==> src/rtl/spi_flash_sched.sv <==
// spi_flash_sched: two-port fixed-priority scheduler and SPI-mode-0 READ (03h) sequencer for the shared flash
module spi_flash_sched #(
    parameter int LEN_W  = 8,
    parameter int CS_GAP = 2
) (
    input  logic             clk,
    input  logic             reset,
    input  logic             req0,
    input  logic [23:0]      addr0,
    input  logic [LEN_W-1:0] len0,
    input  logic             req1,
    input  logic [23:0]      addr1,
    input  logic [LEN_W-1:0] len1,
    output logic             gnt0,
    output logic             gnt1,
    output logic [7:0]       rd_data,
    output logic             rd_valid,
    output logic             rd_port,
    output logic             rd_last,
    output logic             busy,
    output logic             spi_cs,
    output logic             spi_sclk,
    output logic             spi_mosi,
    input  logic             spi_miso
);
    localparam int GW = $clog2(CS_GAP + 1);
    typedef enum logic [2:0] {IDLE, CMD, ADDR, DATA, GAP} state_t;
    state_t state_q, state_d;
    logic phase_q, phase_d, rdy_q, rdy_d, port_q, port_d, cs_q, cs_d;
    logic rd_valid_q, rd_valid_d, rd_last_q, rd_last_d, rd_port_q, rd_port_d;
    logic [4:0] bit_q, bit_d;
    logic [31:0] sh_q, sh_d;
    logic [7:0] in_q, in_d, rd_data_q, rd_data_d;
    logic [LEN_W-1:0] cnt_q, cnt_d, len_sel;
    logic [GW-1:0] gap_q, gap_d;
    logic go, active, rise, fall;
    assign active  = state_q inside {CMD, ADDR, DATA};
    assign rise    = active && !phase_q;
    assign fall    = active && phase_q;
    assign go      = state_q == IDLE && gap_q == GW'(CS_GAP) && !reset && (req0 || req1);
    assign len_sel = req0 ? len0 : len1;
    assign gnt0     = go && req0;
    assign gnt1     = go && !req0;
    assign busy     = state_q != IDLE;
    assign spi_cs   = cs_q;
    assign spi_sclk = phase_q;
    assign spi_mosi = sh_q[31];
    assign rd_data  = rd_data_q;
    assign rd_valid = rd_valid_q;
    assign rd_port  = rd_port_q;
    assign rd_last  = rd_last_q;
    always_comb begin
        state_d    = state_q;
        phase_d    = phase_q;
        rdy_d      = rdy_q;
        port_d     = port_q;
        cs_d       = cs_q;
        bit_d      = bit_q;
        sh_d       = sh_q;
        in_d       = in_q;
        cnt_d      = cnt_q;
        gap_d      = gap_q;
        rd_data_d  = rd_data_q;
        rd_port_d  = rd_port_q;
        rd_valid_d = 1'b0;
        rd_last_d  = 1'b0;
        case (state_q)
            IDLE: if (go) begin
                state_d = CMD;
                port_d  = !req0;
                sh_d    = {8'h03, req0 ? addr0 : addr1};
                cnt_d   = len_sel == '0 ? LEN_W'(1) : len_sel;
                cs_d    = 1'b1;
                phase_d = 1'b0;
                bit_d   = '0;
                rdy_d   = 1'b0;
            end
            CMD, ADDR, DATA: begin
                phase_d = !phase_q;
                if (rise && state_q == DATA) begin
                    in_d  = {in_q[6:0], spi_miso};
                    rdy_d = bit_q[2:0] == 3'd7;
                end
                if (fall) begin
                    sh_d    = {sh_q[30:0], 1'b0};
                    bit_d   = bit_q + 5'd1;
                    state_d = (state_q == CMD && bit_q == 5'd7) ? ADDR :
                              (state_q == ADDR && bit_q == 5'd31) ? DATA : state_q;
                    if (rdy_q) begin
                        rdy_d      = 1'b0;
                        rd_valid_d = 1'b1;
                        rd_data_d  = in_q;
                        rd_port_d  = port_q;
                        rd_last_d  = cnt_q == LEN_W'(1);
                        cnt_d      = cnt_q - 1'b1;
                        if (cnt_q == LEN_W'(1)) begin
                            state_d = GAP;
                            cs_d    = 1'b0;
                            gap_d   = '0;
                        end
                    end
                end
            end
            GAP: begin
                gap_d   = gap_q + 1'b1;
                state_d = gap_q == GW'(CS_GAP - 1) ? IDLE : GAP;
            end
            default: state_d = IDLE;
        endcase
    end
    always_ff @(posedge clk) begin
        if (reset) begin
            state_q    <= IDLE;
            phase_q    <= 1'b0;
            rdy_q      <= 1'b0;
            port_q     <= 1'b0;
            cs_q       <= 1'b0;
            bit_q      <= '0;
            sh_q       <= '0;
            in_q       <= '0;
            cnt_q      <= '0;
            gap_q      <= GW'(CS_GAP);
            rd_data_q  <= '0;
            rd_valid_q <= 1'b0;
            rd_port_q  <= 1'b0;
            rd_last_q  <= 1'b0;
        end else begin
            state_q    <= state_d;
            phase_q    <= phase_d;
            rdy_q      <= rdy_d;
            port_q     <= port_d;
            cs_q       <= cs_d;
            bit_q      <= bit_d;
            sh_q       <= sh_d;
            in_q       <= in_d;
            cnt_q      <= cnt_d;
            gap_q      <= gap_d;
            rd_data_q  <= rd_data_d;
            rd_valid_q <= rd_valid_d;
            rd_port_q  <= rd_port_d;
            rd_last_q  <= rd_last_d;
        end
    end
endmodule

==> config.mk <==
export PLATFORM = sky130hd
export DESIGN_NAME = spi_flash_sched
export DESIGN_NICKNAME = d
export VERILOG_FILES = /design/src/rtl/spi_flash_sched.sv
export SDC_FILE = /design/constraint.sdc
export NUM_CORES = 1
export LEC_CHECK = 0
export CAP_MARGIN = 15
export CORE_MARGIN = 3
export CORE_UTILIZATION = 41
export DETAILED_ROUTE_END_ITERATION = 10
export PLACE_DENSITY_LB_ADDON = 0.1
export SLEW_MARGIN = 20
export SYNTH_ARGS = -nofsm -noshare
export SYNTH_HDL_FRONTEND = slang
export SYNTH_SLANG_ARGS = --single-unit
==> constraint.sdc <==
create_clock -name clk -period 6.65 [get_ports clk]
set_clock_uncertainty 0.1 [all_clocks]
set_input_delay 1.6625 -clock clk [delete_from_list [all_inputs] [get_ports clk]]
set_output_delay 1.6625 -clock clk [all_outputs]
set_load 0.01 [all_outputs]
==> results by group <==
Run status
  • Status: complete, no violations

Routing
  • Via count: 3353
  • Routed len/inst: 13.74 um
  • Iter 0 DRT Violations: 154
  • Drc violations: 0
  • Vias per inst: 5.382
  • First-pass detailed-route iteration total: 5
  • ANT nets after route: 0
  • WL final: 8.563 mm

Clock network
  • CTS Root Cell: clkbuf_8
  • CTS tree: done
  • Postcts setup bufs: 0
  • Clk buf depth: 2
  • H-Tree Depth: 3
  • CTS-repair resized insts: 0
  • Hold_buf cts: 0
  • Clock Latency Late Sink: 0.34 ns
  • CTS buffer count: 9
  • Clk sinks: 73
  • Clk slew on worst S/H paths: 0.07 ns

Die
  • Die W: 99.85 um
  • Row Count: 33
  • I/O pin total: 86
  • Chip Height: 99.85 um
  • Area of the die: 9969 um^2
  • Starting density of the core: 43.08%
  • CORE AREA: 8382 um^2

Timing
  • Setup_tns: 0 ns
  • Setup ws final: 1.272 ns
  • Maximum operating frequency: 185.9 MHz
  • Final setup viols: 0
  • Worst slew pin tran: 0.9785 ns
  • Max-slew violations: 0
  • Tmin final: 5.378 ns
  • Hold Violations, Final: 0
  • RSZ-0062 raised after global routing: false
  • Fin crit share: 80.88%
  • Max-slew headroom: 34.77%

Hold path
  • WHS Endpoint: sh_q[12]
  • Worst hold start: sh_q[12]
  • Min-delay worst type: reg -> reg
  • Hold Path Depth: 2

Logic synthesis
  • List of most frequent post-synthesis cells: 92 x nand2_1, 73 x dfxtp_1, 54 x a21oi_1
  • Most used DFF post-synth: dfxtp_1
  • Top post-synthesis cells by area: dfxtp_1 40%, nand2_1 9.6%, mux2i_1 8.3%
  • Seq cells post-synth: 73
  • Post-synth top area cell: dfxtp_1
  • Sequential share of the synthesized area: 40.47%
  • Post-synth EDFFs: 0
  • Unique cell type count in the Yosys netlist: 51
  • Top-area cell type share of the netlist area: 40.47%
  • Mean post-synth cell area: 8.060 um^2
  • Ys Warns: 0
  • Post-Synthesis Net Count: 524
  • Synth async-reset ratio: 0%
  • Synthesized instance count: 448
  • Synth Cell Area: 3611 um^2
  • Dominant cell by count in the synthesized netlist: nand2_1

Worst setup path
  • Req. time, crit path: 4.89 ns
  • CP peak stage delay: 0.62 ns
  • Setup CP Type: in -> out
  • Critical path's top delay family: buffers and inverters
  • CP Max Fanout: 8
  • Worst r2r src: state_q[1]
  • Worst path slowest cell: nor3_1
  • Critical Path AT: 3.62 ns
  • Worst-path cell chain: clkdlybuf4s50_1 -> nor2_1 -> nor3_1 -> and2_1 -> clkdlybuf4s50_1
  • FF-to-FF setup slack: 4.13 ns
  • Most used cell, CP: clkdlybuf4s50_1
  • R2r worst-path depth: 4
  • Reg-to-Reg End: spi_cs
  • Worst Path Buf+Inv: 2
  • CP Capture Type: output port
  • Critical path startpoint category: primary input

Cells and area
  • Share of cells above drive strength 1: 5.792%
  • Area Growth Syn to Fin: 28.72%
  • Number of diodes: 0
  • Fillers: 805
  • Area of the multi-input gates: 1979 um^2
  • Fin nets: 589
  • Seq. cell area: 1461 um^2

Power
  • P_leak: 1.745 nW
  • PD cells: 207.4 nW/um^2
  • Design Power: 0.0009639 W
  • Worst VDD drop: 0.1135 mV

GRT
  • Grt total ovfl: 0
  • Gr usage total: 17.74%
  • Initial antenna violation count: 0
  • Largest net degree at the start of global routing: 68
  • First-pass GRT wire length: 14.69 mm
  • Vias in the first global route: 3236

Place
  • Port bufs: 85
  • Worst slack, placed: 1.261 ns
  • GPL Wtd Cong: 0.8339
  • HPWL after detailed placement: 5.862 mm

Flow run
  • Number of max-cap violations: 0
==> power by group <==
group          internal (W)  total, W  switching, W
Combinational     0.0000906  0.000185     0.0000944
Clock              0.000134  0.000303      0.000168
Sequential         0.000459  0.000476     0.0000167
Total              0.000684  0.000964      0.000280
==> how the worst max path moves through the flow <==
stage,from,endpoint,depth (start not counted),slack [ns]
floorplan,req0,gnt1,5,2.15
global placement,req1,gnt0,5,1.32
detailed placement,req1,gnt0,5,1.26
CTS,req1,gnt0,5,1.25
global route,req1,gnt0,5,1.14
finish,req1,gnt0,5,1.27
==> stage by stage <==
stage	utilization [%]	std cells	cell area (um^2)	hold slack, ns
after floorplan	-	448	3611	0.3264
after global placement	53.41	607	4477	0.3414
after detailed placement	53.41	607	4477	0.3460
after CTS	55.46	623	4648	0.3561
after global routing	55.46	623	4648	0.3735
final	55.46	623	4648	0.3547
==> layout make-up <==
cell class | count | share of cell area, %
Clock inverter | 7 | 1.023
Inverter | 9 | 0.7268
Multi-Input combinational cell | 331 | 42.58
Sequential cell | 73 | 31.44
Tap cell | 105 | 2.826
Timing Repair Buffer | 89 | 18.73
Clock buffer | 9 | 2.665
==> per-layer routing <==
layer,track usage (%),vias to the layer above,routed length [um]
li1,-,1729,-
met1,23.27,1531,4064
met2,29.04,85,3992
met3,4.309,8,409
met4,5.147,0,96
met5,0,-,0
==> kinds of logic after synthesis <==
family,Yosys count,share of synthesized area [%]
fa+ha+maj,7,2.425
buf+inv,44,5.024
mux,32,8.940
xor+xnor,1,0.2426
compound gates,123,22.66
simple gates,168,20.24
flops,73,40.47
==> worst reg2reg max path, delay by kind of cell, from the launching register on <==
family	cells	cell delay [ns]
DFF	1	0.47
and+or+nand+nor	2	0.68
AOI/OAI and AO/OA	2	1.16
==> cells in the final DEF, fill, tap and decap left out, drive strengths merged, types with 2 or more instances in the layout <==
master	instances
nand2	92
clkdlybuf4s50	83
dfxtp	73
a21oi	54
nor2	31
mux2i	30
o211ai	24
nor3	11
a22oi	10
clkbuf	9
nand3	8
inv	7
and3	7
ha	7
clkinv	7
o32ai	6
buf	6
a31oi	5
nor4	5
or3	3
o21ai	3
and2	3
o311ai	2
o31a	2
a21o	2
a211oi	2
mux2	2
o22ai	2
clkinvlp	2
==> sequential cells by signal, indices dropped and copies added (netlist names), 2 cells and up <==
name and cells:
gap_q 2, in_q 8, sh_q 32, cnt_q 8, rd_data 8, state_q 3
bit_q 5
No activity file was read; power rests on OpenSTA's default activity.
